[config.mk]
export PLATFORM = sky130hd
export DESIGN_NAME = calc_operand_alu_flat
export DESIGN_NICKNAME = d
export VERILOG_FILES = /design/src/rtl/calc_operand_alu_pkg.sv /design/src/rtl/calc_operand_alu_if.sv /design/src/rtl/calc_operand_alu_bin2bcd_dabble.sv /design/src/rtl/calc_operand_alu.sv /design/src/flat_wrapper.sv
export SDC_FILE = /design/constraint.sdc
export NUM_CORES = 2
export LEC_CHECK = 0
export BUFFER_PORTS_ARGS = -buffer_cell sky130_fd_sc_hd__buf_4
export CAP_MARGIN = 0
export CORE_MARGIN = 2
export CORE_UTILIZATION = 34
export CTS_CLUSTER_DIAMETER = 200
export DETAILED_ROUTE_END_ITERATION = 10
export GPL_ROUTABILITY_DRIVEN = 0
export PLACE_DENSITY = 0.61
export SLEW_MARGIN = 20
export SYNTH_ARGS = -nofsm -noshare
export SYNTH_HDL_FRONTEND = slang
export SYNTH_SLANG_ARGS = --single-unit
[constraint.sdc]
create_clock -name CLK_100MHZ -period 27.1 [get_ports CLK_100MHZ]
set_clock_uncertainty 0.1 [all_clocks]
set_input_delay 5.42 -clock CLK_100MHZ [delete_from_list [all_inputs] [get_ports CLK_100MHZ]]
set_output_delay 5.42 -clock CLK_100MHZ [all_outputs]
set_load 0.01 [all_outputs]
[src/rtl/calc_operand_alu_pkg.sv]
// Shared constants for the operand ALU: opcodes, FSM encoding, default widths and the largest
// representable decimal magnitude.
package calc_pkg;
  localparam int DEF_DIGITS = 10;
  localparam int DEF_BIN_W  = 34;

  localparam logic [1:0] OP_ADD = 2'd0;
  localparam logic [1:0] OP_SUB = 2'd1;
  localparam logic [1:0] OP_MUL = 2'd2;

  typedef enum logic [2:0] {
    S_IDLE,
    S_CONV_IN,
    S_EXEC,
    S_MUL,
    S_CONV_OUT,
    S_DONE
  } state_t;

  function automatic logic [63:0] pow10(input int n);
    logic [63:0] r;
    r = 64'd1;
    for (int i = 0; i < n; i++) r = r * 64'd10;
    return r;
  endfunction

  localparam logic [63:0] MAX_VAL = pow10(DEF_DIGITS) - 64'd1;
endpackage

[src/rtl/calc_operand_alu_if.sv]
// Entry-buffer, command-pulse and result bundle between the calculator front end and the ALU.
// The ALU takes the slave side; pulses arriving while busy is high are dropped.
interface calc_operand_alu_if #(
  parameter int DIGITS = calc_pkg::DEF_DIGITS
);
  logic [4*DIGITS-1:0] numActual;
  logic [3:0]          counterTotal;
  logic                saveNumber;
  logic                opValid;
  logic [1:0]          opCode;
  logic                evaluate;
  logic [4*DIGITS-1:0] result;
  logic [3:0]          resultDigits;
  logic                negative;
  logic                overflow;
  logic                busy;
  logic                resultValid;

  modport master (
    output numActual, counterTotal, saveNumber, opValid, opCode, evaluate,
    input  result, resultDigits, negative, overflow, busy, resultValid
  );

  modport slave (
    input  numActual, counterTotal, saveNumber, opValid, opCode, evaluate,
    output result, resultDigits, negative, overflow, busy, resultValid
  );
endinterface

[src/rtl/calc_operand_alu_bin2bcd_dabble.sv]
// Sequential double-dabble binary->BCD converter; done pulses BIN_W+1 cycles after start.
// start is only accepted while idle and is otherwise ignored.
module bin2bcd_dabble
  import calc_pkg::*;
#(
  parameter int DIGITS = DEF_DIGITS,
  parameter int BIN_W  = DEF_BIN_W
) (
  input  logic                clk,
  input  logic                rst,
  input  logic                i_start,
  input  logic [BIN_W-1:0]    i_bin,
  output logic                o_done,
  output logic [4*DIGITS-1:0] o_bcd
);
  localparam int CW = $clog2(BIN_W + 1);

  logic [BIN_W-1:0]    r_bin;
  logic [4*DIGITS-1:0] r_bcd;
  logic [4*DIGITS-1:0] w_adj;
  logic [CW-1:0]       r_cnt;
  logic                r_busy;
  logic                r_done;

  always_comb begin
    w_adj = r_bcd;
    for (int i = 0; i < DIGITS; i++) begin
      if (r_bcd[4*i +: 4] >= 4'd5) w_adj[4*i +: 4] = r_bcd[4*i +: 4] + 4'd3;
    end
  end

  always_ff @(posedge clk or posedge rst) begin
    if (rst) begin
      r_bin  <= '0;
      r_bcd  <= '0;
      r_cnt  <= '0;
      r_busy <= 1'b0;
      r_done <= 1'b0;
    end else begin
      r_done <= 1'b0;
      if (!r_busy) begin
        if (i_start) begin
          r_bin  <= i_bin;
          r_bcd  <= '0;
          r_cnt  <= CW'(BIN_W);
          r_busy <= 1'b1;
        end
      end else begin
        r_bcd <= {w_adj[4*DIGITS-2:0], r_bin[BIN_W-1]};
        r_bin <= r_bin << 1;
        r_cnt <= r_cnt - CW'(1);
        if (r_cnt == CW'(1)) begin
          r_busy <= 1'b0;
          r_done <= 1'b1;
        end
      end
    end
  end

  assign o_done = r_done;
  assign o_bcd  = r_bcd;
endmodule

[src/rtl/calc_operand_alu.sv]
// Two-operand BCD calculator core: BCD->bin capture, ADD/SUB (1 cycle) or shift-add MUL (BIN_W cycles),
// then double-dabble back to BCD; worst-case evaluate latency ~2*BIN_W+2 cycles, pulses dropped while busy.
module calc_operand_alu
  import calc_pkg::*;
#(
  parameter int DIGITS = DEF_DIGITS,
  parameter int BIN_W  = DEF_BIN_W
) (
  input  logic              CLK_100MHZ,
  input  logic              reset,
  calc_operand_alu_if.slave bus
);
  localparam int W  = 4 * DIGITS;
  localparam int PW = 2 * BIN_W;
  localparam int CW = $clog2(BIN_W + 1);
  localparam logic [PW-1:0] L_MAX = PW'(pow10(DIGITS) - 64'd1);

  state_t           r_state;
  logic [W-1:0]     r_entry;
  logic [BIN_W-1:0] r_acc, r_a, r_b, r_res, r_mplier;
  logic             r_a_vld, r_b_vld;
  logic [1:0]       r_op;
  logic [CW-1:0]    r_cnt;
  logic [PW-1:0]    r_mcand, r_prod;
  logic             r_neg_pend, r_conv_start;
  logic [W-1:0]     r_result;
  logic [3:0]       r_digits;
  logic             r_neg, r_ovf;

  logic [3:0]       w_n, w_digit, w_ndig;
  logic [BIN_W-1:0] w_acc_next;
  logic [BIN_W:0]   w_sum;
  logic [PW-1:0]    w_prod_next;
  logic             w_conv_done;
  logic [W-1:0]     w_bcd;

  // Entry is pre-shifted so the most significant valid digit sits in the top nibble.
  always_comb begin
    w_n         = (int'(bus.counterTotal) > DIGITS) ? 4'(DIGITS) : bus.counterTotal;
    w_digit     = (r_entry[W-1 -: 4] > 4'd9) ? 4'd9 : r_entry[W-1 -: 4];
    w_acc_next  = (r_acc << 3) + (r_acc << 1) + BIN_W'(w_digit);
    w_sum       = {1'b0, r_a} + {1'b0, r_b};
    w_prod_next = r_prod + (r_mplier[0] ? r_mcand : '0);
    w_ndig      = 4'd1;
    for (int i = 0; i < DIGITS; i++) begin
      if (w_bcd[4*i +: 4] != 4'd0) w_ndig = 4'(i + 1);
    end
  end

  always_ff @(posedge CLK_100MHZ or posedge reset) begin
    if (reset) begin
      r_state      <= S_IDLE;
      r_entry      <= '0;
      r_acc        <= '0;
      r_a          <= '0;
      r_b          <= '0;
      r_res        <= '0;
      r_mplier     <= '0;
      r_a_vld      <= 1'b0;
      r_b_vld      <= 1'b0;
      r_op         <= OP_ADD;
      r_cnt        <= '0;
      r_mcand      <= '0;
      r_prod       <= '0;
      r_neg_pend   <= 1'b0;
      r_conv_start <= 1'b0;
      r_result     <= '0;
      r_digits     <= 4'd1;
      r_neg        <= 1'b0;
      r_ovf        <= 1'b0;
    end else begin
      r_conv_start <= 1'b0;
      case (r_state)
        S_IDLE: begin
          if (bus.saveNumber) begin
            r_entry <= bus.numActual << (4 * (DIGITS - int'(w_n)));
            r_acc   <= '0;
            r_cnt   <= (w_n == 4'd0) ? CW'(1) : CW'(w_n);
            r_state <= S_CONV_IN;
          end else if (bus.evaluate) begin
            if (r_a_vld && r_b_vld) begin
              if (r_op == OP_MUL) begin
                r_mcand  <= PW'(r_a);
                r_mplier <= r_b;
                r_prod   <= '0;
                r_cnt    <= CW'(BIN_W);
                r_state  <= S_MUL;
              end else begin
                r_state <= S_EXEC;
              end
            end else if (r_a_vld) begin
              r_res        <= r_a;
              r_neg_pend   <= 1'b0;
              r_conv_start <= 1'b1;
              r_state      <= S_CONV_OUT;
            end
          end else if (bus.opValid) begin
            r_op <= bus.opCode;
          end
        end
        S_CONV_IN: begin
          r_acc   <= w_acc_next;
          r_entry <= r_entry << 4;
          r_cnt   <= r_cnt - CW'(1);
          if (r_cnt == CW'(1)) begin
            if (!r_a_vld) begin
              r_a     <= w_acc_next;
              r_a_vld <= 1'b1;
            end else begin
              r_b     <= w_acc_next;
              r_b_vld <= 1'b1;
            end
            r_state <= S_IDLE;
          end
        end
        S_EXEC: begin
          if (r_op == OP_SUB) begin
            r_neg_pend   <= (r_a < r_b);
            r_res        <= (r_a < r_b) ? (r_b - r_a) : (r_a - r_b);
            r_conv_start <= 1'b1;
            r_state      <= S_CONV_OUT;
          end else if (PW'(w_sum) > L_MAX) begin
            r_result <= '0;
            r_digits <= 4'd1;
            r_neg    <= 1'b0;
            r_ovf    <= 1'b1;
            r_state  <= S_DONE;
          end else begin
            r_neg_pend   <= 1'b0;
            r_res        <= w_sum[BIN_W-1:0];
            r_conv_start <= 1'b1;
            r_state      <= S_CONV_OUT;
          end
        end
        S_MUL: begin
          r_prod   <= w_prod_next;
          r_mcand  <= r_mcand << 1;
          r_mplier <= r_mplier >> 1;
          r_cnt    <= r_cnt - CW'(1);
          if (r_cnt == CW'(1)) begin
            if (w_prod_next > L_MAX) begin
              r_result <= '0;
              r_digits <= 4'd1;
              r_neg    <= 1'b0;
              r_ovf    <= 1'b1;
              r_state  <= S_DONE;
            end else begin
              r_neg_pend   <= 1'b0;
              r_res        <= w_prod_next[BIN_W-1:0];
              r_conv_start <= 1'b1;
              r_state      <= S_CONV_OUT;
            end
          end
        end
        S_CONV_OUT: begin
          if (w_conv_done) begin
            r_result <= w_bcd;
            r_digits <= w_ndig;
            r_neg    <= r_neg_pend;
            r_ovf    <= 1'b0;
            r_state  <= S_DONE;
          end
        end
        S_DONE: begin
          r_a_vld <= 1'b0;
          r_b_vld <= 1'b0;
          r_state <= S_IDLE;
        end
        default: r_state <= S_IDLE;
      endcase
    end
  end

  bin2bcd_dabble #(
    .DIGITS(DIGITS),
    .BIN_W (BIN_W)
  ) u_dabble (
    .clk    (CLK_100MHZ),
    .rst    (reset),
    .i_start(r_conv_start),
    .i_bin  (r_res),
    .o_done (w_conv_done),
    .o_bcd  (w_bcd)
  );

  assign bus.result       = r_result;
  assign bus.resultDigits = r_digits;
  assign bus.negative     = r_neg;
  assign bus.overflow     = r_ovf;
  assign bus.busy         = (r_state != S_IDLE);
  assign bus.resultValid  = (r_state == S_DONE);
endmodule

[src/flat_wrapper.sv]
// flat-port wrapper written by rule: the top's interface ports become plain ports
module calc_operand_alu_flat import calc_pkg::*;
#(
  parameter int DIGITS = DEF_DIGITS,
  parameter int BIN_W  = DEF_BIN_W
)
  (CLK_100MHZ, reset, bus_numActual, bus_counterTotal, bus_saveNumber, bus_opValid, bus_opCode, bus_evaluate, bus_result, bus_resultDigits, bus_negative, bus_overflow, bus_busy, bus_resultValid);
  calc_operand_alu_if #(.DIGITS(DIGITS)) bus_i ();
  input  logic CLK_100MHZ;
  input  logic reset;
  input wire logic [$bits(bus_i.numActual)-1:0] bus_numActual;
  input wire logic [$bits(bus_i.counterTotal)-1:0] bus_counterTotal;
  input wire logic [$bits(bus_i.saveNumber)-1:0] bus_saveNumber;
  input wire logic [$bits(bus_i.opValid)-1:0] bus_opValid;
  input wire logic [$bits(bus_i.opCode)-1:0] bus_opCode;
  input wire logic [$bits(bus_i.evaluate)-1:0] bus_evaluate;
  output wire logic [$bits(bus_i.result)-1:0] bus_result;
  output wire logic [$bits(bus_i.resultDigits)-1:0] bus_resultDigits;
  output wire logic [$bits(bus_i.negative)-1:0] bus_negative;
  output wire logic [$bits(bus_i.overflow)-1:0] bus_overflow;
  output wire logic [$bits(bus_i.busy)-1:0] bus_busy;
  output wire logic [$bits(bus_i.resultValid)-1:0] bus_resultValid;
  assign bus_i.numActual = bus_numActual;
  assign bus_i.counterTotal = bus_counterTotal;
  assign bus_i.saveNumber = bus_saveNumber;
  assign bus_i.opValid = bus_opValid;
  assign bus_i.opCode = bus_opCode;
  assign bus_i.evaluate = bus_evaluate;
  assign bus_result = bus_i.result;
  assign bus_resultDigits = bus_i.resultDigits;
  assign bus_negative = bus_i.negative;
  assign bus_overflow = bus_i.overflow;
  assign bus_busy = bus_i.busy;
  assign bus_resultValid = bus_i.resultValid;
  calc_operand_alu #(.DIGITS(DIGITS), .BIN_W(BIN_W)) u_core (.CLK_100MHZ(CLK_100MHZ), .reset(reset), .bus(bus_i));
endmodule
== Yosys cells after proc, flatten, opt, wreduce, memory -nomap -nowiden ==
Index checks and enable logic that the tools add are counted.

* Output and inout bits: 48
* Register bits after elaboration: 488
* Logic and storage cells: 250

* Reductions and logical operators: 32
* Muxes and demuxes: 127
* $add $sub $neg: 19
* Equal/unequal tests: 29
* Magnitude comparators: 15
* Bitwise operators: 3
* Shifts and indexed selects: 1

{| class="wikitable"
|+ Operators with widths
! operator !! count
|-
| 2-to-1 mux 68 bit || 9
|-
| 2-to-1 mux 34 bit || 15
|-
| 2-to-1 mux 40 bit || 8
|-
| one-hot mux 68 bit (2 select lines) || 2
|-
| one-hot mux 40 bit (3 select lines) || 1
|-
| one-hot mux 34 bit (3 select lines) || 1
|-
| 2-to-1 mux 4 bit || 25
|-
| one-hot mux 40 bit (2 select lines) || 1
|-
| adder 68 bit || 1
|-
| > comparator 68 x 34 -> 1 bit (second input constant) || 1
|-
| one-hot mux 34 bit (2 select lines) || 1
|-
| subtractor 34 bit || 2
|-
| one-hot mux 33 bit (2 select lines) || 1
|-
| greater-or-equal comparator 4 x 3 -> 1 bit (second input constant) || 10
|-
| left shift 40 x 32 -> 40 bit || 1
|-
| 2-to-1 mux 1 bit || 37
|-
| adder 4 x 2 -> 4 bit (second input constant) || 9
|-
| 2-to-1 mux 6 bit || 6
|-
| nonzero test 4 bit || 9
|-
| adder 34 x 34 -> 35 bit || 1
|-
| > comparator 35 x 34 -> 1 bit (second input constant) || 1
|-
| adder 34 bit || 1
|-
| adder 34 x 4 -> 34 bit || 1
|-
| < comparator 34 bit || 1
|-
| 36 further kinds || 81
|}

== Logic depth before layout (Yosys ltp) ==
* Depth after elaboration: 12
* Mapped depth: 20
* Mapped depth without buffers: 19

== Modules after synthesis ==
A second synthesis with hierarchy kept.

* Cell total of the unflattened synthesis: 4233
* Area total of the unflattened synthesis: 35642.9 µm²

{| class="wikitable"
|+ By module, submodules not included
! module !! area each (µm²) !! cells an instance !! instances
|-
| calc_operand_alu || 31031.0 || 3746 || 1
|-
| bin2bcd_dabble || 4611.9 || 487 || 1
|}

== Worst setup path after synthesis ==
No wires, ideal clock.

* Kind: input port to flip-flop
* Start point: input bus_counterTotal[2]
* End point: register u_core.r_entry[28]
* Required time: 26.873 ns
* Path slack: 18.756 ns
* Library setup time: 0.127 ns
* Data arrival time: 8.117 ns
* Stages: 14
* Path through: o21ai_0 > nand2_1 > inv_1 > clkbuf_1 > clkbuf_1 > ha_1 > and2_1 > clkbuf_1 > clkbuf_1 > nor3_1 > a211oi_1 > a21oi_1 > a222oi_1 > inv_1

* Word-level cells in the longest chain between the ends: 6

{| class="wikitable"
|+ RTL lines
! item !! RTL line !! source
|-
| start, declared || flat_wrapper.sv:12 || <nowiki>input wire logic [$bits(bus_i.counterTotal)-1:0] bus_counterTotal;</nowiki>
|-
| > comparator 4 bit || calc_operand_alu.sv:39 || <nowiki>w_n = (int'(bus.counterTotal) > DIGITS) ? 4'(DIGITS) : bus.counterTotal;</nowiki>
|-
| 2-to-1 mux 4 bit (*) || calc_operand_alu.sv:39 ||
|-
| subtractor 4 x 4 -> 5 bit (*) || calc_operand_alu.sv:76 || <nowiki>r_entry <= bus.numActual << (4 * (DIGITS - int'(w_n)));</nowiki>
|-
| left shift 40 x 32 -> 40 bit (*) || calc_operand_alu.sv:76 ||
|-
| 2-to-1 mux 40 bit (*) || calc_operand_alu.sv:75 || <nowiki>if (bus.saveNumber) begin</nowiki>
|-
| one-hot mux 40 bit (2 select lines) (*) || calc_operand_alu.sv:73 || <nowiki>case (r_state)</nowiki>
|-
| end signal, assigned || calc_operand_alu.sv:76 ||
|-
| end signal, assigned || calc_operand_alu.sv:103 || <nowiki>r_entry <= r_entry << 4;</nowiki>
|-
| end, declared || calc_operand_alu.sv:19 || <nowiki>logic [W-1:0] r_entry;</nowiki>
|}

Every way passes the cells marked *; elsewhere a longest branch is shown, timed or not. The select of a mux whose other input is x is not followed.
A chain may end at the register's enable or synchronous reset.

== Worst setup path in the final report ==
* Start point: input bus_counterTotal[2]
* End point: register u_core.r_entry[19]

The elaborated chain is that of the path after synthesis.

==> results.md <==
| Group | Metric | This run |
|---|---|---|
| critical path | Cell-by-cell listing of the critical path | buf_4, o21ai_0, nand2_1, ha_1, clkinv_1, nor3_1, a31oi_1, o21ai_0 |
| floorplan | Core region area | 100000 sq um |
| floorplan | DIE AREA | 104000 sq um |
| critical path | CP Launch Type | input port |
| job | Maximum Capacitance Violations | 0 |
| finish | Share of final-layout standard cells stronger than drive strength 1 | 0.0863 |
| worst hold path | Startpoint of the most critical hold path | u_core.u_dabble.r_bin[19] |
| global routing | GRT Util Overall | 0.185 |
| yosys | Synthesis Warnings | 0 |
| floorplan | Die Span Y | 323 microns |
| timing | Final Max Slew Viols | 0 |
| worst hold path | Min-delay worst type | flop to flop |
| critical path | Highest-delay cell along the critical path | sky130_fd_sc_hd__ha_1 |
| placement | Count of port buffers added during placement | 98 |
| timing | Transition time at the pin with the least slew margin | 1.12 ns |
| critical path | Most used cell along the critical path | sky130_fd_sc_hd__o21ai_0 |
| critical path | Start of the worst register-to-register path | u_core.r_mplier[0] |
| route | Routed WL | 97700 microns |
| yosys | Count of flip-flops with a built-in enable after synthesis | 0 |
| floorplan | Die W | 323 microns |
| route | Overall via count from detail_route | 30000 |
| clock tree | CTS sink cnt | 488 |
| timing | Min cycle time layout | 9.30 ns |
| route | WL per Instance | 18.1 microns |
| finish | Nets | 4314 |
| power and ir drop | Power density over the cells | 104 nW/um^2 |
| yosys | Share of synthesized area occupied by flip-flops and latches | 0.354 |
| route | Antenna Violating Nets Remaining | 0 |
| route | Number of design rule violations left after detail routing | 0 |
| critical path | Timing startpoint of the critical path | bus_counterTotal[2] |
| critical path | Max stage delay on crit path | 1.29 ns |
| route | Number of iterations in the first detailed-routing pass | 6 |
| clock tree | Number of buffers added by the clock tree synthesis step | 55 |
| clock tree | Maximum root-to-sink buffer count | 3 |
| floorplan | Initial core utilization | 0.344 |
| critical path | Critical path class | input port to flop |
| global routing | Wire length of the first global-routing pass | 158000 microns |
| clock tree | Clock Pin Slew Worst Setup and Hold Paths | 0.06 ns |
| timing | Final setup violation count | 0 |
| global routing | Gr ovfl total | 0 |
| yosys | Share of flip-flops with an asynchronous set or reset after synthesis | 1.00 |
| critical path | Req. time, crit path | 27.55 ns |
| global routing | Antenna violations before repair | 0 |
| power and ir drop | Static leakage | 17.5 nW |
| timing | Accumulated negative setup slack | 0 ns |
| finish | Synth-to-layout area growth | 11.0% |
| placement | Setup WS pre-CTS | 17.22 ns |
| clock tree | Master cell of the clock root buffer | sky130_fd_sc_hd__clkbuf_16 |
| yosys | Avg Synthesized Cell Area | 8.54 sq um |
| clock tree | Quantity of hold-fixing buffers added after cts | 0 |
| yosys | Ys flop type | sky130_fd_sc_hd__dfrtp_1 |
| power and ir drop | IR drop worst, VDD | 0.000169 V |
| timing | Number of hold violations in the final report | 0 |
| yosys | Number of instances in the synthesized netlist | 4040 |
| yosys | Mapped cell area | 34500 sq um |
| route | Detailed-route vias per instance | 5.56 |
| clock tree | Clock latency on the worst-skew pair | 0.64 ns |
| critical path | Arrival time reported for the critical path endpoint | 9.75 ns |
| clock tree | H-tree depth reported by CTS | 2 |
| status | Outcome | complete, no violations |
| floorplan | Num rows | 116 |
| yosys | Syn nets | 4353 |
| timing | Max Clk Rate | 107 MHz |
| global routing | Maximum number of pins on one net before global-route repair | 148 |
| finish | Antenna fix cells | 0 |
| placement | Placed wire-length estimate after detailed placement | 72000 microns |
| timing | Headroom to the max-slew limit | 0.248 |
| timing | Final worst-path cycle share | 0.343 |
| timing | Setup WS post-layout | 17.80 ns |
| timing | Unrepaired setup endpoints after global routing | no |
| critical path | Critical Path Fanout Max | 34 |
| floorplan | Count of boundary I/O pins | 99 |
| clock tree | Post-CTS setup buffer count | 0 |
| clock tree | TritonCTS clock tree | yes |
| yosys | Flip-flop and latch count after synthesis | 488 |
| critical path | Endpoint kind of the worst setup timing path | flop |
| global routing | Vias in the first global route | 28600 |
| yosys | Count of different cell masters after synthesis | 91 |
| route | DRC marker count from the first detailed-route iteration | 2651 |
| clock tree | Total of cells resized after clock tree synthesis | 0 |
layout by cell type (no fill, tap or decap), types with 40 or more instances in the layout:
master and instances:
sky130_fd_sc_hd__a211oi_1 58, sky130_fd_sc_hd__a21o_1 67, sky130_fd_sc_hd__a21oi_1 384, sky130_fd_sc_hd__a22o_1 136, sky130_fd_sc_hd__and2_1 85, sky130_fd_sc_hd__buf_4 134
sky130_fd_sc_hd__clkbuf_16 56, sky130_fd_sc_hd__dfrtp_1 484, sky130_fd_sc_hd__ha_1 256, sky130_fd_sc_hd__inv_1 186, sky130_fd_sc_hd__mux2_2 45, sky130_fd_sc_hd__mux2i_1 66
sky130_fd_sc_hd__nand2_1 446, sky130_fd_sc_hd__nand2b_1 40, sky130_fd_sc_hd__nand3_1 65, sky130_fd_sc_hd__nor2_1 283, sky130_fd_sc_hd__nor3_1 100, sky130_fd_sc_hd__o21ai_0 354
sky130_fd_sc_hd__xnor2_1 113
cells in the mapped netlist, types with 13 or more instances:
cell type	count	share of area
sky130_fd_sc_hd__and2_1	87	0.016
sky130_fd_sc_hd__buf_2	17	0.0025
sky130_fd_sc_hd__and3_1	29	0.0053
sky130_fd_sc_hd__nand2b_1	40	0.0073
sky130_fd_sc_hd__o31ai_1	38	0.0083
sky130_fd_sc_hd__xnor2_1	113	0.029
sky130_fd_sc_hd__a211oi_1	58	0.013
sky130_fd_sc_hd__o21bai_1	36	0.0078
sky130_fd_sc_hd__nor3_1	102	0.015
sky130_fd_sc_hd__mux2_4	26	0.011
sky130_fd_sc_hd__a22oi_1	35	0.0076
sky130_fd_sc_hd__mux2_2	45	0.015
sky130_fd_sc_hd__nor2_1	285	0.031
sky130_fd_sc_hd__dfrtp_1	487	0.35
sky130_fd_sc_hd__nor2b_1	26	0.0047
sky130_fd_sc_hd__nor4_1	13	0.0024
sky130_fd_sc_hd__ha_1	256	0.093
sky130_fd_sc_hd__or3_1	20	0.0036
sky130_fd_sc_hd__a221oi_1	14	0.0036
sky130_fd_sc_hd__a22o_1	136	0.035
sky130_fd_sc_hd__a31oi_1	35	0.0063
sky130_fd_sc_hd__o211ai_1	28	0.0061
sky130_fd_sc_hd__clkbuf_1	198	0.022
sky130_fd_sc_hd__a21o_1	67	0.015
sky130_fd_sc_hd__o21ai_0	354	0.051
sky130_fd_sc_hd__nand3_1	65	0.0094
sky130_fd_sc_hd__nand4_1	24	0.0044
sky130_fd_sc_hd__a21oi_1	385	0.056
sky130_fd_sc_hd__buf_1	13	0.0014
sky130_fd_sc_hd__xor2_1	37	0.0094
sky130_fd_sc_hd__inv_1	187	0.020
sky130_fd_sc_hd__mux2i_1	66	0.019
sky130_fd_sc_hd__o21a_1	25	0.0054
sky130_fd_sc_hd__nand2_1	446	0.049
sky130_fd_sc_hd__o22ai_1	23	0.0042
logic make-up after synthesis:
family / count (synthesis) / synth area share
xor gates and xnor gates: 150 / 0.0381
muxes: 137 / 0.0451
and+or+nand+nor: 1196 / 0.161
AOI/OAI and AO/OA: 1384 / 0.258
buffers and inverters: 423 / 0.0475
DFF: 488 / 0.354
adders and majority gates: 262 / 0.0963
critical path: cells and delay by family:
kind,cells,cell delay (ns)
fa+ha+maj,1,1.29
buf+inv,2,1.14
compound gates,3,0.55
simple gates,2,1.34
routing by layer:
metal / GRT usage / vias to the layer above / share of wire
met2: 0.294 / 867 / 0.45
met5: 0 / - / 0
met1: 0.259 / 14500 / 0.46
li1: - / 14500 / -
met3: 0.0264 / 165 / 0.057
met4: 0.0612 / 0 / 0.032
where the power goes:
part	switching, W	leakage (nW)	internal, W	total (W)
Sequential	0.000125	6.45	0.000846	0.000971
Clock	0.000317	0.919	0.000455	0.000772
Combinational	0.00137	10.1	0.000854	0.00222
final timing paths:
| check | slack (ns) | depth (start not counted) | to |
|---|---|---|---|
| min in group asynchronous | 4.77 | 2 | u_core.u_dabble.o_bcd[12] |
| worst min register to register | 0.37 | 2 | u_core.u_dabble.r_bin[20] |
| worst min-delay path | 0.37 | 2 | u_core.u_dabble.r_bin[20] |
| worst max-delay path | 17.80 | 8 | u_core.r_entry[19] |
| max in group asynchronous | 19.40 | 5 | u_core.r_mplier[0] |
| worst max register to register | 19.67 | 18 | u_core.r_res[32] |
final cells by class:
cell class | count | area (sq um)
Clock inverter | 18 | 215
Timing Repair Buffer | 136 | 1050
Fill cell | 10200 | 62000
Tap cell | 1357 | 1700
Inverter | 191 | 724
Multi-Input combinational cell | 3129 | 20700
Clock buffer | 84 | 1650
Sequential cell | 488 | 12200
per-stage QoR:
stage | utilization | cells | area (sq um) | hold slack [ns] | power (W)
3_5_place_dp | 0.363 | 5300 | 36400 | 0.367 | 0.00317
4_1_cts | 0.382 | 5402 | 38300 | 0.370 | 0.00396
3_3_place_gp | 0.363 | 5300 | 36400 | 0.359 | 0.00315
5_1_grt | 0.382 | 5403 | 38300 | 0.396 | 0.00425
2_1_floorplan | - | 4040 | 34500 | 0.344 | 0.00258
6_report | 0.382 | 5403 | 38300 | 0.369 | 0.00397
registers in the layout, summed over array words and instances, names as in the netlist, 4 cells and up:
register	flops
u_core.r_acc	33
u_core.r_res	34
u_core.r_entry	40
u_core.r_mplier	34
u_core.r_cnt	6
u_core.r_mcand	68
u_core.bus.result	40
u_core.r_b	34
u_core.r_a	34
u_core.u_dabble.r_cnt	6
u_core.u_dabble.r_bin	34
u_core.bus.resultDigits	4
u_core.r_prod	68
u_core.u_dabble.o_bcd	40
No activity file was read; power rests on OpenSTA's default activity.
